`config.mk`:
```
export PLATFORM = sky130hd
export DESIGN_NAME = multicycle_control_unit_flat
export DESIGN_NICKNAME = d
export VERILOG_FILES = /design/src/rtl/multicycle_control_unit_if.sv /design/src/rtl/multicycle_control_unit.sv /design/src/flat_wrapper.sv
export SDC_FILE = /design/constraint.sdc
export NUM_CORES = 1
export LEC_CHECK = 0
export ABC_AREA = 1
export BUFFER_PORTS_ARGS = -buffer_cell sky130_fd_sc_hd__buf_2
export CORE_AREA = 10 10 87 108
export DETAILED_ROUTE_END_ITERATION = 6
export DIE_AREA = 0 0 97 118
export HOLD_SLACK_MARGIN = 0.05
export PLACE_DENSITY = 0.72
export SETUP_SLACK_MARGIN = 0.15
export SLEW_MARGIN = 30
export SYNTH_ARGS = -nofsm -noshare
export SYNTH_HDL_FRONTEND = slang
export SYNTH_SLANG_ARGS = --single-unit
```
`constraint.sdc`:
```
create_clock -name i_clk -period 2.05 [get_ports i_clk]
set_input_delay 0.1025 -clock i_clk [delete_from_list [all_inputs] [get_ports i_clk]]
set_output_delay 0.1025 -clock i_clk [all_outputs]
set_load 0.03 [all_outputs]
```
`src/rtl/multicycle_control_unit_if.sv`:
```
// Bundle between the multi-cycle control unit and its datapath/memory neighbours.
// master = control unit side, slave = datapath/memory/testbench side.
interface multicycle_control_unit_if #(
  parameter int CNT_W = 32
);
  logic [31:0]      instr;
  logic             br_less;
  logic             br_equal;
  logic             mem_ready;
  logic             mem_req;
  logic             mem_wren;
  logic             ir_wren;
  logic             pc_wren;
  logic             pc_sel;
  logic             rd_wren;
  logic [1:0]       wb_sel;
  logic [1:0]       opa_sel;
  logic             opb_sel;
  logic             br_un;
  logic [3:0]       alu_op;
  logic [2:0]       state;
  logic [CNT_W-1:0] instret;
  logic             mem_fault;
  logic             illegal;

  modport master (
    input  instr, br_less, br_equal, mem_ready,
    output mem_req, mem_wren, ir_wren, pc_wren, pc_sel, rd_wren,
           wb_sel, opa_sel, opb_sel, br_un, alu_op, state, instret,
           mem_fault, illegal
  );

  modport slave (
    output instr, br_less, br_equal, mem_ready,
    input  mem_req, mem_wren, ir_wren, pc_wren, pc_sel, rd_wren,
           wb_sel, opa_sel, opb_sel, br_un, alu_op, state, instret,
           mem_fault, illegal
  );
endinterface

```
`src/rtl/multicycle_control_unit.sv`:
```
// Multi-cycle RV32I control FSM: FETCH/DECODE/EXEC/MEM/WB with memory timeout and retire counter.
// Optional: define RV_CTRL_ILLEGAL_TRAP_EN to trap illegal encodings instead of running them as NOPs.
module multicycle_control_unit #(
  parameter int CNT_W       = 32,
  parameter int MEM_TIMEOUT = 16
) (
  input logic                        i_clk,
  input logic                        i_rst,
  multicycle_control_unit_if.master  bus
);

  typedef enum logic [2:0] {
    ST_FETCH  = 3'b000,
    ST_DECODE = 3'b001,
    ST_EXEC   = 3'b010,
    ST_MEM    = 3'b011,
    ST_WB     = 3'b100,
    ST_TRAP   = 3'b111
  } state_t;

  localparam logic [6:0] OPC_LUI    = 7'b0110111;
  localparam logic [6:0] OPC_AUIPC  = 7'b0010111;
  localparam logic [6:0] OPC_JAL    = 7'b1101111;
  localparam logic [6:0] OPC_JALR   = 7'b1100111;
  localparam logic [6:0] OPC_BRANCH = 7'b1100011;
  localparam logic [6:0] OPC_LOAD   = 7'b0000011;
  localparam logic [6:0] OPC_STORE  = 7'b0100011;
  localparam logic [6:0] OPC_OP_IMM = 7'b0010011;
  localparam logic [6:0] OPC_OP     = 7'b0110011;

  localparam logic [3:0] ALU_ADD  = 4'b0000;
  localparam logic [3:0] ALU_SUB  = 4'b0001;
  localparam logic [3:0] ALU_SLL  = 4'b0010;
  localparam logic [3:0] ALU_SLT  = 4'b0011;
  localparam logic [3:0] ALU_SLTU = 4'b0100;
  localparam logic [3:0] ALU_XOR  = 4'b0101;
  localparam logic [3:0] ALU_SRL  = 4'b0110;
  localparam logic [3:0] ALU_SRA  = 4'b0111;
  localparam logic [3:0] ALU_OR   = 4'b1000;
  localparam logic [3:0] ALU_AND  = 4'b1001;
  localparam logic [3:0] ALU_NONE = 4'b1111;

  localparam int WAIT_W = $clog2(MEM_TIMEOUT + 2);

  state_t             state_reg, state_next;
  logic [WAIT_W-1:0]  wait_cnt_reg, wait_cnt_next;
  logic [CNT_W-1:0]   instret_reg;
  logic               mem_fault_reg;
  logic               timeout_hit;

  logic [6:0] opcode;
  logic [2:0] funct3;
  logic [6:0] funct7;
  logic       instr_unused;

  assign opcode       = bus.instr[6:0];
  assign funct3       = bus.instr[14:12];
  assign funct7       = bus.instr[31:25];
  assign instr_unused = ^{bus.instr[24:15], bus.instr[11:7]};

  function automatic logic [3:0] f3_alu(input logic [2:0] f3, input logic alt);
    case (f3)
      3'b000:  f3_alu = alt ? ALU_SUB : ALU_ADD;
      3'b001:  f3_alu = ALU_SLL;
      3'b010:  f3_alu = ALU_SLT;
      3'b011:  f3_alu = ALU_SLTU;
      3'b100:  f3_alu = ALU_XOR;
      3'b101:  f3_alu = alt ? ALU_SRA : ALU_SRL;
      3'b110:  f3_alu = ALU_OR;
      default: f3_alu = ALU_AND;
    endcase
  endfunction

  // Instruction decode: purely combinational from the IR.
  logic       instr_legal, is_branch, is_jump, is_load, is_store, br_taken;
  logic [3:0] alu_op;
  logic [1:0] opa_sel, wb_sel;
  logic       opb_sel, br_un;

  always_comb begin
    instr_legal = 1'b1;
    is_branch   = 1'b0;
    is_jump     = 1'b0;
    is_load     = 1'b0;
    is_store    = 1'b0;
    alu_op      = ALU_ADD;
    opa_sel     = 2'b00;
    opb_sel     = 1'b1;
    wb_sel      = 2'b00;
    br_un       = 1'b0;
    case (opcode)
      OPC_LUI:   opa_sel = 2'b10;
      OPC_AUIPC: opa_sel = 2'b01;
      OPC_JAL: begin
        opa_sel = 2'b01;
        is_jump = 1'b1;
        wb_sel  = 2'b10;
      end
      OPC_JALR: begin
        is_jump     = 1'b1;
        wb_sel      = 2'b10;
        instr_legal = (funct3 == 3'b000);
      end
      OPC_BRANCH: begin
        opa_sel     = 2'b01;
        is_branch   = 1'b1;
        br_un       = (funct3[2:1] == 2'b11);
        instr_legal = (funct3[2:1] != 2'b01);
      end
      OPC_LOAD: begin
        is_load = 1'b1;
        wb_sel  = 2'b01;
      end
      OPC_STORE: is_store = 1'b1;
      OPC_OP_IMM: begin
        // funct7 only carries meaning for the shift-immediate forms
        alu_op = f3_alu(funct3, (funct3 == 3'b101) && (funct7 == 7'b0100000));
        if (funct3 == 3'b001)
          instr_legal = (funct7 == 7'b0000000);
        else if (funct3 == 3'b101)
          instr_legal = (funct7 == 7'b0000000) || (funct7 == 7'b0100000);
      end
      OPC_OP: begin
        opb_sel     = 1'b0;
        alu_op      = f3_alu(funct3, funct7 == 7'b0100000);
        instr_legal = (funct7 == 7'b0000000) ||
                      ((funct7 == 7'b0100000) && ((funct3 == 3'b000) || (funct3 == 3'b101)));
      end
      default: begin
        instr_legal = 1'b0;
        opb_sel     = 1'b0;
      end
    endcase
    if (!instr_legal)
      alu_op = ALU_NONE;
  end

  always_comb begin
    case (funct3)
      3'b000:         br_taken = bus.br_equal;
      3'b001:         br_taken = ~bus.br_equal;
      3'b100, 3'b110: br_taken = bus.br_less;
      3'b101, 3'b111: br_taken = ~bus.br_less;
      default:        br_taken = 1'b0;
    endcase
  end

  generate
    if (MEM_TIMEOUT == 0) begin : g_no_timeout
      assign timeout_hit = 1'b0;
    end else begin : g_timeout
      // Fault on the not-ready cycle that would make the count reach the limit; ready wins.
      assign timeout_hit = ~bus.mem_ready && (wait_cnt_reg == WAIT_W'(MEM_TIMEOUT - 1));
    end
  endgenerate

  logic mem_req, mem_wren, ir_wren, pc_wren, pc_sel, rd_wren, fault_set;
`ifdef RV_CTRL_ILLEGAL_TRAP_EN
  logic illegal_reg, illegal_set;
`endif

  always_comb begin
    state_next = state_reg;
    mem_req    = 1'b0;
    mem_wren   = 1'b0;
    ir_wren    = 1'b0;
    pc_wren    = 1'b0;
    pc_sel     = 1'b0;
    rd_wren    = 1'b0;
    fault_set  = 1'b0;
`ifdef RV_CTRL_ILLEGAL_TRAP_EN
    illegal_set = 1'b0;
`endif
    case (state_reg)
      ST_FETCH: begin
        mem_req = 1'b1;
        if (bus.mem_ready) begin
          ir_wren    = 1'b1;
          state_next = ST_DECODE;
        end else if (timeout_hit) begin
          fault_set  = 1'b1;
          state_next = ST_TRAP;
        end
      end
      ST_DECODE: begin
        if (instr_legal) begin
          state_next = ST_EXEC;
        end else begin
`ifdef RV_CTRL_ILLEGAL_TRAP_EN
          illegal_set = 1'b1;
          state_next  = ST_TRAP;
`else
          pc_wren    = 1'b1;
          state_next = ST_FETCH;
`endif
        end
      end
      ST_EXEC: begin
        if (is_branch) begin
          pc_wren    = 1'b1;
          pc_sel     = br_taken;
          state_next = ST_FETCH;
        end else if (is_jump) begin
          rd_wren    = 1'b1;
          pc_wren    = 1'b1;
          pc_sel     = 1'b1;
          state_next = ST_FETCH;
        end else if (is_load || is_store) begin
          state_next = ST_MEM;
        end else begin
          state_next = ST_WB;
        end
      end
      ST_MEM: begin
        mem_req  = 1'b1;
        mem_wren = is_store;
        if (bus.mem_ready) begin
          if (is_store) begin
            pc_wren    = 1'b1;
            state_next = ST_FETCH;
          end else begin
            state_next = ST_WB;
          end
        end else if (timeout_hit) begin
          fault_set  = 1'b1;
          state_next = ST_TRAP;
        end
      end
      ST_WB: begin
        rd_wren    = 1'b1;
        pc_wren    = 1'b1;
        state_next = ST_FETCH;
      end
      ST_TRAP: state_next = ST_TRAP;
      default: state_next = ST_FETCH;
    endcase
  end

  always_comb begin
    wait_cnt_next = wait_cnt_reg;
    if (state_next != state_reg)
      wait_cnt_next = '0;
    else if (((state_reg == ST_FETCH) || (state_reg == ST_MEM)) && !bus.mem_ready)
      wait_cnt_next = wait_cnt_reg + WAIT_W'(1);
  end

  // Strobes are masked during reset so an abandoned access writes nothing.
  assign bus.mem_req  = mem_req  & ~i_rst;
  assign bus.mem_wren = mem_wren & ~i_rst;
  assign bus.ir_wren  = ir_wren  & ~i_rst;
  assign bus.pc_wren  = pc_wren  & ~i_rst;
  assign bus.rd_wren  = rd_wren  & ~i_rst;
  assign bus.pc_sel   = pc_sel;

  always_ff @(posedge i_clk) begin
    if (i_rst) begin
      state_reg     <= ST_FETCH;
      wait_cnt_reg  <= '0;
      instret_reg   <= '0;
      mem_fault_reg <= 1'b0;
    end else begin
      state_reg    <= state_next;
      wait_cnt_reg <= wait_cnt_next;
      if (pc_wren)
        instret_reg <= instret_reg + CNT_W'(1);
      if (fault_set)
        mem_fault_reg <= 1'b1;
    end
  end

`ifdef RV_CTRL_ILLEGAL_TRAP_EN
  always_ff @(posedge i_clk) begin
    if (i_rst)
      illegal_reg <= 1'b0;
    else if (illegal_set)
      illegal_reg <= 1'b1;
  end
  assign bus.illegal = illegal_reg;
`else
  assign bus.illegal = 1'b0;
`endif

  assign bus.alu_op    = alu_op;
  assign bus.opa_sel   = opa_sel;
  assign bus.opb_sel   = opb_sel;
  assign bus.wb_sel    = wb_sel;
  assign bus.br_un     = br_un;
  assign bus.state     = state_reg;
  assign bus.instret   = instret_reg;
  assign bus.mem_fault = mem_fault_reg;

endmodule

```
`src/flat_wrapper.sv`:
```
// flat-port wrapper written by rule: the top's interface ports become plain ports
module multicycle_control_unit_flat 
#(
  parameter int CNT_W       = 32,
  parameter int MEM_TIMEOUT = 16
)
  (i_clk, i_rst, bus_instr, bus_br_less, bus_br_equal, bus_mem_ready, bus_mem_req, bus_mem_wren, bus_ir_wren, bus_pc_wren, bus_pc_sel, bus_rd_wren, bus_wb_sel, bus_opa_sel, bus_opb_sel, bus_br_un, bus_alu_op, bus_state, bus_instret, bus_mem_fault, bus_illegal);
  multicycle_control_unit_if #(.CNT_W(CNT_W)) bus_i ();
  input logic i_clk;
  input logic i_rst;
  input wire logic [$bits(bus_i.instr)-1:0] bus_instr;
  input wire logic [$bits(bus_i.br_less)-1:0] bus_br_less;
  input wire logic [$bits(bus_i.br_equal)-1:0] bus_br_equal;
  input wire logic [$bits(bus_i.mem_ready)-1:0] bus_mem_ready;
  output wire logic [$bits(bus_i.mem_req)-1:0] bus_mem_req;
  output wire logic [$bits(bus_i.mem_wren)-1:0] bus_mem_wren;
  output wire logic [$bits(bus_i.ir_wren)-1:0] bus_ir_wren;
  output wire logic [$bits(bus_i.pc_wren)-1:0] bus_pc_wren;
  output wire logic [$bits(bus_i.pc_sel)-1:0] bus_pc_sel;
  output wire logic [$bits(bus_i.rd_wren)-1:0] bus_rd_wren;
  output wire logic [$bits(bus_i.wb_sel)-1:0] bus_wb_sel;
  output wire logic [$bits(bus_i.opa_sel)-1:0] bus_opa_sel;
  output wire logic [$bits(bus_i.opb_sel)-1:0] bus_opb_sel;
  output wire logic [$bits(bus_i.br_un)-1:0] bus_br_un;
  output wire logic [$bits(bus_i.alu_op)-1:0] bus_alu_op;
  output wire logic [$bits(bus_i.state)-1:0] bus_state;
  output wire logic [$bits(bus_i.instret)-1:0] bus_instret;
  output wire logic [$bits(bus_i.mem_fault)-1:0] bus_mem_fault;
  output wire logic [$bits(bus_i.illegal)-1:0] bus_illegal;
  assign bus_i.instr = bus_instr;
  assign bus_i.br_less = bus_br_less;
  assign bus_i.br_equal = bus_br_equal;
  assign bus_i.mem_ready = bus_mem_ready;
  assign bus_mem_req = bus_i.mem_req;
  assign bus_mem_wren = bus_i.mem_wren;
  assign bus_ir_wren = bus_i.ir_wren;
  assign bus_pc_wren = bus_i.pc_wren;
  assign bus_pc_sel = bus_i.pc_sel;
  assign bus_rd_wren = bus_i.rd_wren;
  assign bus_wb_sel = bus_i.wb_sel;
  assign bus_opa_sel = bus_i.opa_sel;
  assign bus_opb_sel = bus_i.opb_sel;
  assign bus_br_un = bus_i.br_un;
  assign bus_alu_op = bus_i.alu_op;
  assign bus_state = bus_i.state;
  assign bus_instret = bus_i.instret;
  assign bus_mem_fault = bus_i.mem_fault;
  assign bus_illegal = bus_i.illegal;
  multicycle_control_unit #(.CNT_W(CNT_W), .MEM_TIMEOUT(MEM_TIMEOUT)) u_core (.i_clk(i_clk), .i_rst(i_rst), .bus(bus_i));
endmodule
```
# Word-level counts from Yosys, hierarchy flattened

Index checks and enable logic that the tools add are counted.

Bits in read-only memories: 0
Output and inout port bits: 53
Bits of input ports: 37
Memories kept: 0
Bits in latches: 0
Word-level logic and storage cells: 108
Register bits after elaboration: 41
Memory bits (writable): 0

Mux-type cells: 46
Reduce and logical (&&, ||, !) cells: 21
Add/subtract/negate cells: 2
Divide/modulo/power cells: 0
Bitwise operators: 9
Eq/ne operators: 26
Shift operators: 0
Order comparisons: 0
Multiply operators: 0

Operators with widths:

| operator                                                              | number |
|---|---|
| 4-bit one-hot mux with 7 select lines                                 | 2 |
| 32-bit by 1-bit adder with 32-bit output, second input constant       | 1 |
| 7-bit by 6-bit equality test with 1-bit output, second input constant | 4 |
| 1-bit two-way mux                                                     | 27 |
| 7-bit equality test, second input constant                            | 3 |
| 3-bit two-way mux                                                     | 7 |
| 3-bit equality test, second input constant                            | 6 |
| 3-bit one-hot mux with 5 select lines                                 | 1 |
| 7-bit by 5-bit equality test with 1-bit output, second input constant | 2 |
| 3-bit by 2-bit equality test with 1-bit output, second input constant | 4 |
| 2-bit OR reduction                                                    | 5 |
| 1-bit one-hot mux with 4 select lines                                 | 2 |
| 2-bit one-hot mux with 2 select lines                                 | 2 |
| 4-bit one-hot mux with 2 select lines                                 | 1 |
| 8-bit OR reduction                                                    | 1 |
| 7-bit by 2-bit equality test with 1-bit output, second input constant | 1 |
| 7-bit logical NOT                                                     | 1 |
| 3-bit by 1-bit equality test with 1-bit output, second input constant | 2 |
| 3-bit logical NOT                                                     | 2 |
| 5-bit by 1-bit adder with 5-bit output, second input constant         | 1 |
| 1-bit bitwise AND                                                     | 5 |
| 5-bit by 4-bit equality test with 1-bit output, second input constant | 1 |
| 1-bit logical OR                                                      | 5 |
| 1-bit one-hot mux with 5 select lines                                 | 1 |
| 11 further kinds                                                      | 17 |

# Logic depth before layout (Yosys ltp)

Depth in word-level cells: 9
Mapped depth: 13
Depth with buffers taken out: 13

# Worst setup path after synthesis

OpenSTA, ideal clock, no wires.

Path type: register -> output
From: register u_core.state_reg[1] (netlist: u_core.bus.state[1])
To: output bus_mem_wren
Buffers on the path: 0
Stages on the path, launching flop included: 5
Path slack: 0.160 ns
Required time: 1.947 ns
Arrival: 1.787 ns
Cell sequence: dfxtp_1 > nand2_1 > nor2_1 > inv_1 > nor4_1

Word-level cells in the longest chain between the ends: 3

RTL lines:

| what                                           | line                           | source |
|---|---|---|
| start, declared                                | multicycle_control_unit.sv:45  | `state_t state_reg, state_next;` |
| start signal, assigned                         | multicycle_control_unit.sv:262 | `state_reg <= state_next;` |
| 3-bit by 2-bit equality test with 1-bit output | multicycle_control_unit.sv:174 | `case (state_reg)` |
| 1-bit two-way mux                              | multicycle_control_unit.sv:174 |  |
| 1-bit bitwise AND                              | multicycle_control_unit.sv:249 | `assign bus.mem_wren = mem_wren & ~i_rst;` |
| end, declared                                  | flat_wrapper.sv:16             | `output wire logic [$bits(bus_i.mem_wren)-1:0] bus_mem_wren;` |

Every way passes these cells.

# Worst setup path in the final report

From: register u_core.state_reg[1] (netlist: u_core.bus.state[1])
To: output bus_pc_wren

Word-level cells in the longest chain between the ends: 3
Elaborated cells on any way between the ends: 6
Classes of those cells: eq/ne: 4; mux: 1; bitwise: 1

RTL lines:

| what                                        | line                           | source |
|---|---|---|
| 3-bit equality test (tied with other cells) | multicycle_control_unit.sv:174 |  |
| 1-bit one-hot mux with 4 select lines *     | multicycle_control_unit.sv:174 |  |
| 1-bit bitwise AND *                         | multicycle_control_unit.sv:251 | `assign bus.pc_wren = pc_wren & ~i_rst;` |
| end, declared                               | flat_wrapper.sv:18             | `output wire logic [$bits(bus_i.pc_wren)-1:0] bus_pc_wren;` |

Every way passes the cells marked *; elsewhere a longest branch is shown, timed or not.

==> flow_metrics.py <==
metrics = {
    "synth": {
        "synth_adder_area_share": 0.0115,
        "synth_edf_count": 0,
        "synth.yosys.warnings": 0,
        "post_synth_instance_area_um2": 3260,
        "postSynthNetCount": 529,
        "synthCells": 489,
        "synth-async-reset-ratio": 0,
        "combinational_family_with_the_most_area_after_synthesis": "simple AND/OR/NAND/NOR gates",
        "synthesis.area_per_instance_um2": 6.66,
        "ys_seq_elements": 41,
        "synth-simple-area-share": 0.429,
        "synthDistinctLibCells": 36,
        "synth_flop_cell": "sky130_fd_sc_hd__dfxtp_1",
        "synth_compound_area_frac": 0.117,
        "synth.area.mux_share": 0.00653,
        "sequential_to_total_area_share_from_yosys_stat": 0.252,
        "yosys.area_share.xor_xnor": 0.0887,
    },
    "cells_and_area": {
        "layout-drive-gt1-share": 0.338,
        "finalNonFillerCells": 657,
        "fill_cells": 743,
        "finalCoreUtilization": 0.530,
        "areaGrowthSynthToFinish_pct": 18.9,
        "final_cell_mix": "sky130_fd_sc_hd__nand2_1 (93), sky130_fd_sc_hd__nor2_1 (74), sky130_fd_sc_hd__buf_2 (72), sky130_fd_sc_hd__nand3_1 (46), sky130_fd_sc_hd__inv_1 (39)",
        "stdcell_area_um2": 3870,
        "diodes": 0,
        "largest_register_ff_count": 32,
        "nets": 604,
        "mostFrequentLayoutCell": "sky130_fd_sc_hd__nand2_1",
    },
    "die": {
        "floorplan.core_area_um2": 7310,
        "die_width_um": 97,
        "num_io_pins": 90,
        "rows": 35,
        "fp.dieH_um": 118,
        "design.die.area_um2": 11400,
        "start_util": 0.445,
    },
    "power": {
        "static-leakage-power_nw": 1.62,
        "power_mw": 1.78,
        "cellPowerDensity_nw_per_um2": 460,
        "ir_drop_uv": 316,
    },
    "timing": {
        "fin_tns_setup_ps": 0,
        "hold_violations": 0,
        "fin_worst_hold_slack_ps": 59.7,
        "final_critical_path_setup_slack_ps": 207,
        "setup_violators_final": 0,
        "timing.slew.headroom": 0.657,
        "final.setup_skew_ps": 18.7,
        "timing.final.crit_share": 0.899,
        "grt_setup_unrepaired": "true",
        "max_clock_freq_mhz": 542,
        "tightest_slew_ps": 514,
        "final.min_clock_period_ps": 1840,
        "final_max_slew_viol_count": 0,
    },
    "setup_path": {
        "arrival_ps": 1740,
        "worst_ep_required_time_ps": 1950,
        "cp-start-kind": "register",
        "worst-setup-path-type": "register to output port",
        "crit_path_end_kind": "output port",
        "critical_path_peak_fanout": 11,
    },
    "clock_network": {
        "cell_at_the_root_of_the_clock_tree": "sky130_fd_sc_hd__clkbuf_8",
        "cts_tree": "yes",
        "cts-root-to-sink-buffers": 2,
        "cts.clk_slew.worst_paths_ps": 80,
        "cts-htree-levels": 2,
        "cts_inserted_buffers": 5,
        "cts_sinks": 41,
        "cts_setup_buffers": 0,
        "holdBufCountCts": 0,
        "worstSkewPairLatency_ps": 300,
    },
    "placed_design": {
        "post_detailed_placement_half_perimeter_wirelength_mm": 7.19,
        "cell_count_post_placement": 648,
        "place.gp.congestion": 0.909,
        "portBuffers": 73,
        "dp_slack_ps": 212,
        "placed_cell_area_um2": 3680,
    },
    "routing": {
        "drt_first_pass_iters": 4,
        "route.detailed.wl_per_inst_um": 13.9,
        "route.antenna.remaining_nets": 0,
        "finalWirelength_mm": 9.14,
        "drc": 0,
        "drt-vias-per-instance": 5.12,
        "drt_iter0_markers": 111,
        "via_count": 3366,
    },
    "global_route": {
        "antenna_found_initial": 0,
        "grt_first_pass_wirelength_mm": 15.6,
        "vias_in_the_first_global_route": 3285,
        "largest_net_degree_at_the_start_of_global_routing": 33,
        "grt.overflow.total": 0,
        "all_layer_global_routing_usage": 0.155,
    },
    "status": {
        "run_status": "finished clean",
    },
    "job": {
        "max_cap_viol_count": 0,
    },
    "worst_hold_path": {
        "min-delay-path-class": "input port to register",
    },
}
worst paths after layout:
| path | from | end | slack [ps] | depth (start not counted) |
|---|---|---|---|---|
| min reg2reg | u_core.bus.mem_fault | u_core.bus.mem_fault | 490 | 2 |
| max reg2reg | u_core.wait_cnt_reg[0] | u_core.wait_cnt_reg[3] | 320 | 13 |
| min | i_rst | u_core.bus.mem_fault | 60 | 2 |
| max | u_core.bus.state[1] | bus_pc_wren | 210 | 9 |
cell type report:
type / count / area (µm²) / area share
clock buffers: 7 / 86.3 / 0.0223
well taps: 92 / 115 / 0.0297
inverters: 47 / 176 / 0.0456
clock inverters: 1 / 30.0 / 0.00775
flip-flops and latches: 41 / 836 / 0.216
multi-input cells: 386 / 2190 / 0.564
repair buffers: 83 / 443 / 0.114
cell usage after synthesis, types with 2 or more instances:
library cell | instances | area, µm²
sky130_fd_sc_hd__nand2_1 | 94 | 353
sky130_fd_sc_hd__nor2_1 | 76 | 285
sky130_fd_sc_hd__nand3_1 | 47 | 235
sky130_fd_sc_hd__dfxtp_1 | 41 | 821
sky130_fd_sc_hd__inv_1 | 39 | 146
sky130_fd_sc_hd__nand2_2 | 32 | 200
sky130_fd_sc_hd__a21oi_2 | 29 | 254
sky130_fd_sc_hd__nor3_1 | 21 | 105
sky130_fd_sc_hd__xor2_1 | 18 | 158
sky130_fd_sc_hd__xnor2_1 | 15 | 131
sky130_fd_sc_hd__a21oi_1 | 9 | 45.0
sky130_fd_sc_hd__nand4_1 | 9 | 56.3
sky130_fd_sc_hd__inv_2 | 8 | 30.0
sky130_fd_sc_hd__o21ai_0 | 6 | 30.0
sky130_fd_sc_hd__buf_2 | 5 | 25.0
sky130_fd_sc_hd__nor2_2 | 5 | 31.3
sky130_fd_sc_hd__buf_4 | 4 | 30.0
sky130_fd_sc_hd__buf_12 | 3 | 60.1
sky130_fd_sc_hd__clkbuf_1 | 3 | 11.3
sky130_fd_sc_hd__ha_1 | 3 | 37.5
sky130_fd_sc_hd__nand3_2 | 3 | 30.0
sky130_fd_sc_hd__nor2_4 | 3 | 33.8
sky130_fd_sc_hd__a31oi_1 | 2 | 12.5
sky130_fd_sc_hd__o211ai_1 | 2 | 15.0
report_power, final:
group | switching (mW) | internal [mW]
Clock | 0.284 | 0.397
Combinational | 0.199 | 0.0866
Sequential | 0.0107 | 0.803
Total | 0.494 | 1.29
layer usage:
metal	track usage	part of all wire
met4	0.0545	0.020
met3	0.0323	0.048
met2	0.273	0.49
met1	0.178	0.44
met5	0	0
critical path, stage by stage (launching register included):
cell and delay [ps]:
sky130_fd_sc_hd__dfxtp_4 400, sky130_fd_sc_hd__nand2_1 90, sky130_fd_sc_hd__nor2_1 90, sky130_fd_sc_hd__inv_1 110, sky130_fd_sc_hd__nor2_2 140, sky130_fd_sc_hd__nor2_4 80
sky130_fd_sc_hd__nand2_8 130, sky130_fd_sc_hd__inv_1 60, sky130_fd_sc_hd__nor2_1 140, sky130_fd_sc_hd__buf_4 190
cells by family (layout without fill, tap and decap cells):
group	count (synthesis)	in the layout
mux	2	2
compound gates	51	51
fa+ha+maj	3	3
buf+inv	63	138
simple gates	295	296
xor+xnor	33	33
other cells	1	1
flops	41	41
repair_timing:
action,CTS,global route
cloned,1,0
setup endpoints to repair,1,12
gates resized for setup,8,13
pin swaps,1,3
Note: power is estimated with default switching activity, not from simulation.
